## src/rtl/deque_cmd_sequencer.sv

```systemverilog
// Command front-end for dual_deque: accepts PUSH/POP/MOVE/NOP over valid/ready, checks the
// empty/full flags, issues one-cycle registered push/pop strobes and returns one response per command.
module deque_cmd_sequencer #(
  parameter int unsigned POP_LAT = 1
) (
  input  logic       clk,
  input  logic       rst,
  input  logic       cmd_valid,
  output logic       cmd_ready,
  input  logic [1:0] cmd_op,
  input  logic       cmd_sel,
  input  logic       cmd_end,
  input  logic       cmd_dst_sel,
  input  logic       cmd_dst_end,
  input  logic [7:0] cmd_data,
  output logic       rsp_valid,
  input  logic       rsp_ready,
  output logic [7:0] rsp_data,
  output logic       rsp_err,
  output logic       dq_deque_select,
  output logic       dq_end_select,
  output logic       dq_push,
  output logic       dq_pop,
  output logic [7:0] dq_data_in,
  input  logic [7:0] dq_data_out,
  input  logic       d0_empty,
  input  logic       d0_full,
  input  logic       d1_empty,
  input  logic       d1_full
);

  typedef enum logic [2:0] {S_IDLE, S_EXEC, S_WAIT, S_MV_PUSH, S_RESP} state_t;
  typedef enum logic [1:0] {OP_NOP, OP_PUSH, OP_POP, OP_MOVE} op_t;

  localparam logic [2:0] WAIT_INIT = 3'(POP_LAT - 1);

  state_t     state;
  logic       is_move;
  logic       dst_sel_q;
  logic       dst_end_q;
  logic [2:0] wait_cnt;

  logic accept;
  logic src_empty;
  logic src_full;
  logic dst_full;

  assign accept = cmd_valid & cmd_ready;

  always_comb begin
    src_empty = cmd_sel ? d1_empty : d0_empty;
    src_full  = cmd_sel ? d1_full  : d0_full;
    dst_full  = cmd_dst_sel ? d1_full : d0_full;
  end

  always_ff @(posedge clk) begin
    if (POP_LAT < 1 || POP_LAT > 7) $fatal(1, "deque_cmd_sequencer: POP_LAT must be 1..7");
  end

  always_ff @(posedge clk) begin
    if (rst) begin
      state           <= S_IDLE;
      cmd_ready       <= 1'b0;
      rsp_valid       <= 1'b0;
      rsp_data        <= '0;
      rsp_err         <= 1'b0;
      dq_deque_select <= 1'b0;
      dq_end_select   <= 1'b0;
      dq_push         <= 1'b0;
      dq_pop          <= 1'b0;
      dq_data_in      <= '0;
      is_move         <= 1'b0;
      dst_sel_q       <= 1'b0;
      dst_end_q       <= 1'b0;
      wait_cnt        <= '0;
    end else begin
      dq_push <= 1'b0;
      dq_pop  <= 1'b0;
      case (state)
        S_IDLE: begin
          cmd_ready <= 1'b1;
          if (accept) begin
            cmd_ready <= 1'b0;
            is_move   <= 1'b0;
            dst_sel_q <= cmd_dst_sel;
            dst_end_q <= cmd_dst_end;
            rsp_data  <= '0;
            rsp_err   <= 1'b0;
            case (op_t'(cmd_op))
              OP_NOP: begin
                state     <= S_RESP;
                rsp_valid <= 1'b1;
              end
              OP_PUSH: begin
                if (src_full) begin
                  state     <= S_RESP;
                  rsp_valid <= 1'b1;
                  rsp_err   <= 1'b1;
                end else begin
                  state           <= S_EXEC;
                  dq_push         <= 1'b1;
                  dq_deque_select <= cmd_sel;
                  dq_end_select   <= cmd_end;
                  dq_data_in      <= cmd_data;
                end
              end
              OP_POP, OP_MOVE: begin
                // A same-deque MOVE frees a slot with its pop, so dst full only matters across deques
                if (src_empty || (op_t'(cmd_op) == OP_MOVE && dst_full && cmd_dst_sel != cmd_sel)) begin
                  state     <= S_RESP;
                  rsp_valid <= 1'b1;
                  rsp_err   <= 1'b1;
                end else begin
                  state           <= S_EXEC;
                  is_move         <= (op_t'(cmd_op) == OP_MOVE);
                  dq_pop          <= 1'b1;
                  dq_deque_select <= cmd_sel;
                  dq_end_select   <= cmd_end;
                  dq_data_in      <= '0;
                end
              end
            endcase
          end
        end
        S_EXEC: begin
          if (dq_pop) begin
            state    <= S_WAIT;
            wait_cnt <= WAIT_INIT;
          end else begin
            state     <= S_RESP;
            rsp_valid <= 1'b1;
          end
        end
        S_WAIT: begin
          if (wait_cnt == 3'd0) begin
            if (is_move) begin
              state           <= S_MV_PUSH;
              dq_push         <= 1'b1;
              dq_deque_select <= dst_sel_q;
              dq_end_select   <= dst_end_q;
              dq_data_in      <= dq_data_out;
            end else begin
              state     <= S_RESP;
              rsp_valid <= 1'b1;
              rsp_data  <= dq_data_out;
            end
          end else begin
            wait_cnt <= wait_cnt - 3'd1;
          end
        end
        S_MV_PUSH: begin
          state     <= S_RESP;
          rsp_valid <= 1'b1;
          rsp_data  <= dq_data_in;
        end
        S_RESP: begin
          if (rsp_ready) begin
            state     <= S_IDLE;
            rsp_valid <= 1'b0;
            rsp_data  <= '0;
            rsp_err   <= 1'b0;
            cmd_ready <= 1'b1;
          end
        end
        default: state <= S_IDLE;
      endcase
    end
  end

endmodule

```

## config.mk

```make
export PLATFORM = sky130hd
export DESIGN_NAME = deque_cmd_sequencer
export DESIGN_NICKNAME = d
export VERILOG_FILES = /design/src/rtl/deque_cmd_sequencer.sv
export SDC_FILE = /design/constraint.sdc
export NUM_CORES = 1
export LEC_CHECK = 0
export ABC_AREA = 1
export CORE_ASPECT_RATIO = 0.6
export CORE_UTILIZATION = 41
export CTS_BUF_LIST = sky130_fd_sc_hd__clkbuf_16
export DETAILED_ROUTE_END_ITERATION = 10
export HOLD_SLACK_MARGIN = 0.15
export PLACE_DENSITY = 0.72
export SLEW_MARGIN = 5
export SYNTH_ARGS = -nofsm -noshare
export SYNTH_HDL_FRONTEND = slang
export SYNTH_SLANG_ARGS = --single-unit
```

## constraint.sdc

```tcl
create_clock -name clk -period 2.25 [get_ports clk]
set_input_delay 0.3375 -clock clk [delete_from_list [all_inputs] [get_ports clk]]
set_output_delay 0.3375 -clock clk [all_outputs]
set_load 0.02 [all_outputs]
```

==> results.md, run 1 <==
- Max-slew violation count: 0
- Ant diodes: 0
- Post-Route WL: 4550 µm
- Mapped Cells: 249
- Core Rows: 17
- Final number of hold-violating endpoints: 0
- R2r setup slk: 0.46 ns
- Core ar.: 3810 µm²
- Area Growth Syn to Fin: 41.6%
- Psw: 791 µW
- Layout cells sized above 1: 8.55%
- Initial DRC Count: 141
- Die area: 4390 µm²
- F_max: 557 MHz
- Run status: finished, violations left
- Routed len/inst: 13.0 µm
- Detail Placement HPWL: 3400 µm
- Worst skew pair latency: 0.28 ns
- Worst path slowest cell: dfxtp_1
- Combinational share of power: 38.6%
- Worst Hold Class: reg -> reg
- Cts hold-fix bufs: 0
- Worst slew pin tran: 0.639 ns
- Clock root buffer: clkbuf_16
- Detail Route Antenna Nets: 0
- Hold path depth: 2
- Grt total ovfl: 0
- Power Dens Cells: 943 nW/µm²
- First-pass GRT wire length: 7310 µm
- Worst Hold End: dst_end_q
- Avg Cell Area, Syn: 6.78 µm²
- Largest net degree at the start of global routing: 21
- Post-synthesis sequential area ratio: 37.9%
- WS Path Type: reg -> reg
- Initial core utilization: 44.4%
- Failing checks: DRC
- Top cell family by delay on the critical path: simple AND/OR/NAND/NOR gates
- Final nets: 336
- CP required: 2.42 ns
- Total power: 2.26 mW
- TritonCTS clock tree: yes
- Routability cong.: 0.897
- CP startpoint kind: flop
- Maximum buffer depth of the clock tree: 2
- Yosys cell types: 30
- CTS clk-pin slew, worst paths: 0.05 ns
- Final setup violating endpoints: 0
- PortBufs: 52
- Worst vdd ir: 0.509 mV
- Final Cycle Share: 79.7%
- Num Clock Sinks: 32
- Syn_nets: 281
- Overall die height: 51.7 µm
- I/O pins: 53
- Reg power frac: 33.6%
- Synth Register Bits: 32
- Residual DRC: 2
- Internal power: 1.47 mW
- Via count: 1766
- Crit-path max FO: 20
- Die W: 84.9 µm
- CTS resizes: 0
- Final setup TNS: 0 ns
- DP Cell Count: 344
- Worst Skew: 0.00406 ns
- Post-CTS Setup Repair Bufs: 0
- Warnings, synthesis: 0
- Vias in the first global route: 1527
- Leak Pwr: 1.05 nW
- Max-cap check violation count: 0
- CP cell instances: inv_2 -> nand3_4 -> inv_2 -> nand2_2 -> nand2_2 -> nor3_4 -> buf_4 -> nand2_1 -> nand2_1 -> nor2_1
- Slew HR: 57.2%
- FF-to-FF Start: state[2]
- Reg2reg path depth: 10
- Reg2reg end: rsp_data[6]
- Buf/Inv on CP: 3
- GRT Overall Usage: 22.2%
- Tmin final: 1.79 ns
- RSZ-0062 raised after global routing: false
- Sw frac: 35.1%
- Vias/cell: 5.03
- Clock network fraction of total power: 27.7%
- Drt pass-1 iters: 8
- Initial antenna violation count: 0
- Total clock buffers created by CTS: 5
- Critical Path End Type: flop
- Hold Startpoint: dst_end_q
- Htree depth: 2
- Worst path max stage delay: 0.42 ns
- Cell Count, Final, Fillers Out: 351
- Synth Cell Area: 1690 µm²
- WP data arrival: 1.97 ns
-- cells in the mapped netlist (all sizes together) --
master   n  area [µm²]
nand2   72         285
nor2    47         186
dfxtp   32         641
inv     22        82.6
nand3   16        92.6
a21oi   11        55.1
nand3b  10        75.1
a22oi    8        60.1
o21ai    8        40.0
buf      7        38.8
clkbuf   2        7.51
ha       2        25.0
nor3     2        21.3
o211a    2        20.0
o211ai   2        15.0
a21boi   1        7.51
a31o     1        8.76
a31oi    1        6.26
nand4    1        6.26
o21a     1        7.51
o31ai    1        7.51
-- final cells by class --
class	instances	area [µm²]
Multi-Input combinational cell	186	920
Sequential cell	32	641
Clock buffer	5	125
Tap cell	47	58.8
Inverter	22	82.6
Timing Repair Buffer	57	558
Fill cell	342	1420
Clock inverter	2	7.51
-- flip-flops by register name, summed over array words and instances, names as in the netlist --
| name | count |
|---|---|
| dst_sel_q | 1 |
| rsp_valid | 1 |
| rsp_data | 8 |
| dq_end_select | 1 |
| is_move | 1 |
| state | 3 |
| dq_data_in | 8 |
| cmd_ready | 1 |
| dq_deque_select | 1 |
| rsp_err | 1 |
| dq_pop | 1 |
| dst_end_q | 1 |
| wait_cnt | 3 |
| dq_push | 1 |
-- cell families (layout without fill, tap and decap cells) --
group,Yosys count,after routing,synth area share [%]
AO/OA/AOI/OAI,36,36,13.5
adder cells (fa/ha/maj),2,2,1.48
flip-flops,32,32,37.9
buffers and inverters,31,86,7.63
AND/OR/NAND/NOR,148,148,39.5
-- how the worst max path moves through the flow --
| stage | start | endpoint | depth (start not counted) | slack, ns |
|---|---|---|---|---|
| 6_report | state[2] | rsp_data[6] | 10 | 0.46 |
| 5_1_grt | wait_cnt[0] | dq_data_in[4] | 11 | 0.30 |
| 4_1_cts | state[2] | rsp_data[1] | 10 | 0.47 |
| 3_5_place_dp | cmd_sel | dq_data_in[5] | 11 | 0.27 |
| 3_3_place_gp | cmd_sel | dq_data_in[5] | 11 | 0.35 |
| 2_1_floorplan | wait_cnt[0] | rsp_data[5] | 11 | 0.80 |
-- power groups by stage --
stage               combinational (mW)  clock, mW  sequential, mW
floorplan                        0.406          0           0.880
global placement                 0.860          0           0.766
detailed placement               0.869          0           0.768
CTS                              0.874      0.632           0.759
global route                     0.956      0.670           0.770
finish                           0.872      0.626           0.759
-- tightest hold or removal path: stages (launching register included) --
cell     delay (ns)
dfxtp_1        0.29
inv_1          0.06
a21oi_1        0.06
-- routing by layer --
metal	GRT usage (%)	vias to the layer above	wire, µm
li1	-	911	-
met4	6.50	0	27
met3	8.25	4	379
met5	0	-	0
met2	29.9	69	1790
met1	32.4	782	2350
-- through the flow --
step	utilization (%)	instance area, µm²	hold WS [ns]	setup slack [ns]
final	62.8	2390	0.457	0.456
after global routing	62.8	2390	0.482	0.302
after CTS	62.8	2390	0.461	0.471
after detailed placement	59.3	2260	0.454	0.271
after global placement	59.3	2260	0.438	0.349
after floorplan	-	1690	0.425	0.803
-- placed cells by master, fill, tap and decap left out, types with 2 or more instances in the layout --
cell type	Yosys	final
buf_4	0	5
clkbuf_16	0	5
nand3_1	15	15
ha_1	2	2
dfxtp_1	32	32
inv_1	15	15
a22oi_1	8	8
nor2_1	45	45
nand2_1	68	68
nand3b_1	10	10
a21oi_1	11	11
nand2_2	3	3
clkdlybuf4s50_1	0	52
o211ai_1	2	2
o21ai_0	8	8
o211a_1	2	2
inv_2	7	7
clkinv_1	0	2
Power figures use the tool's default switching activity.
==> run 2, diff against run 1 <==
clock period = 1.7 ns   (was 2.25 ns; I/O delays follow)
==> run 2 against run 1 <==
Compared with the run above: register-to-register slack worse by 0.37 ns; setup slack worse by 0.37 ns; critical path depth up 2; sequential share of layout area down 1.9 points; the flow still finishes with violations (DRC); clock skew up 0.0022 ns; total power up 49%.
==> results.md, run 2 (synthesized netlist as in run 1, its figures left out) <==
- Worst skew pair latency: 0.28 ns (about the same)
- Worst vdd ir: 0.858 mV (+69%)
- Largest net degree at the start of global routing: 20 (-4.8%)
- Num Clock Sinks: 32 (unchanged)
- Final Core Density: 67.7% (+4.8 points)
- Die area: 4390 µm² (unchanged)
- TritonCTS clock tree: yes
- Overall die height: 51.7 µm (unchanged)
- Post-place setup slack: -0.0429 ns (-0.314 ns)
- Met3 usage: 5.87% (-2.4 points)
- Routability cong.: 0.839 (-6.4%)
- Sw frac: 33.8% (-1.2 points)
- CTS clk-pin slew, worst paths: 0.05 ns (about the same)
- Internal power: 2.23 mW (+52%)
- Die W: 84.9 µm (unchanged)
- Leak Pwr: 1.12 nW (+7.4%)
- Final number of hold-violating endpoints: 0 (unchanged)
- Final setup violating endpoints: 0 (unchanged)
- Htree depth: 2 (unchanged)
- Combinational share of power: 40.3% (+1.7 points)
- Final setup TNS: 0 ns (unchanged)
- Core Rows: 17 (unchanged)
- WP data arrival: 1.78 ns (-0.19 ns)
- Largest registers: dq_data_in (8), rsp_data (8)
- Initial DRC Count: 139 (-1.4%)
- Total clock buffers created by CTS: 5 (unchanged)
- Most frequent cells in the layout: 65 x nand2_1, 52 x clkdlybuf4s50_1, 42 x nor2_1, 31 x dfxtp_1, 15 x nand3_1
- Grt total ovfl: 0 (unchanged)
- Worst Hold Class: reg -> reg
- Psw: 1.14 mW (+44%)
- WS Path Type: reg -> reg
- Initial core utilization: 44.4% (unchanged)
- Area Growth Syn to Fin: 52.5%
- GRT Overall Usage: 22.9% (+0.68 points)
- Failing checks: DRC
- Layout cells sized above 1: 14.9% (+6.4 points)
- I/O pins: 53 (unchanged)
- Via count: 1864 (+5.5%)
- Initial antenna violation count: 0 (unchanged)
- Crit-path max FO: 8 (-60%)
- Detail Route Antenna Nets: 0 (unchanged)
- GRT met1 Usage: 32.5% (+0.13 points)
- Multi-input gate area: 965 µm² (+4.9%)
- Vias/cell: 5.15 (+2.3%)
- F_max: 621 MHz (+11%)
- Max-cap check violation count: 0 (unchanged)
- Final nets: 346 (+3.0%)
- Commonest non-fill, non-tap cell in the layout: nand2_1
- Fillers: 333 (-2.6%)
- Tmin final: 1.61 ns (-0.183 ns)
- Critical Path End Type: flop
- Detail Placement HPWL: 3420 µm (+0.60%)
- Ant diodes: 0 (unchanged)
- Maximum buffer depth of the clock tree: 2 (unchanged)
- Met2 Track Usage GR: 35.1% (+5.1 points)
- Fin worst setup slack: 0.0894 ns (-0.367 ns)
- Clock network fraction of total power: 29.9% (+2.2 points)
- Reg power frac: 29.8% (-3.8 points)
- Slew HR: 73.5% (+16 points)
- Drt pass-1 iters: 8 (unchanged)
- First-pass GRT wire length: 7620 µm (+4.2%)
- Power Dens Cells: 1310 nW/µm² (+39%)
- PortBufs: 52 (unchanged)
- Grt peak-use layer: met2
- Post-Route WL: 4960 µm (+8.9%)
- Clock root buffer: clkbuf_16
- Worst slew pin tran: 0.398 ns (-0.242 ns)
- Worst Skew: 0.00625 ns (+0.00219 ns)
- Residual DRC: 2 (unchanged)
- Vias in the first global route: 1656 (+8.4%)
- Max-slew violation count: 0 (unchanged)
- CP required: 1.87 ns (-0.55 ns)
- Final Cycle Share: 94.7% (+15 points)
- Routed len/inst: 13.7 µm (+5.6%)
- CP startpoint kind: flop
- Sequential standard cell area: 642 µm² (+0.20%)
- Core ar.: 3810 µm² (unchanged)
- Run status: finished, violations left
run 2: cell types whose count changed in the layout (fill, tap and decap cells not counted), sizes merged:
| cell | previous run | this run |
|---|---|---|
| bufinv | 0 | 1 |
| clkbuf | 5 | 6 |
| buf | 5 | 14 |
run 2: power by group through the flow:
stage          clock network, mW  registers [mW]  logic, mW
2_1_floorplan                  0            1.16      0.537
3_3_place_gp                   0            1.01       1.21
3_5_place_dp                   0            1.01       1.22
4_1_cts                     1.01           0.999       1.23
5_1_grt                     1.05            1.02       1.49
6_report                    1.01            1.00       1.36
run 2: worst max-delay path, stage by stage (launching register included):
cell and delay [ns]:
dfxtp_1 0.30, inv_1 0.09, ha_4 0.15, ha_4 0.14, nor2_2 0.04, inv_2 0.10
nand2_2 0.08, nor3_4 0.18, buf_4 0.14, buf_12 0.11, nand2_1 0.07, nand2_1 0.07
nor2_1 0.04
run 2: repair_timing:
item                                    in CTS  in global routing
cloned                                       0                  1
resized for setup                            1                 13
buffers inserted                             0                  2
pin swaps                                    0                  2
hold buffers                                 0                  0
endpoints found under the setup margin       4                 18
run 2: stage by stage:
stage	hold WS [ns]	cells	total power, mW	instance area [µm²]
3_3_place_gp	0.439	351	2.22	2320
2_1_floorplan	0.368	249	1.70	1690
3_5_place_dp	0.445	351	2.23	2320
5_1_grt	0.492	362	3.56	2580
6_report	0.464	362	3.37	2580
4_1_cts	0.467	359	3.25	2490
run 2: layout make-up:
cell class	instances	area share [%]
Timing Repair Buffer	67	25.7
Inverter	22	3.30
Sequential cell	32	24.9
Tap cell	47	2.28
Multi-Input combinational cell	186	37.4
Clock inverter	3	1.46
Clock buffer	5	4.86
run 2: worst paths after layout:
path	to	cells after the start	start	slack (ns)
setup / recovery	rsp_data[4]	12	wait_cnt[1]	0.09
hold / removal	dst_sel_q	2	dst_sel_q	0.46
setup reg to reg	rsp_data[4]	12	wait_cnt[1]	0.09
hold reg to reg	dst_sel_q	2	dst_sel_q	0.46
run 2: metal layers:
metal	vias to the layer above	share of wire, %	wire length, µm
met3	5	5.5	272
li1	941	-	-
met4	0	0.65	32
met2	53	42	2060
met1	865	52	2590
met5	-	0	0
==> run 3, diff against run 2 <==
SKIP_LAST_GASP = 1   (was not set)
==> results of run 3 <==
Final layout, timing and power as in run 2 (identical DEF).
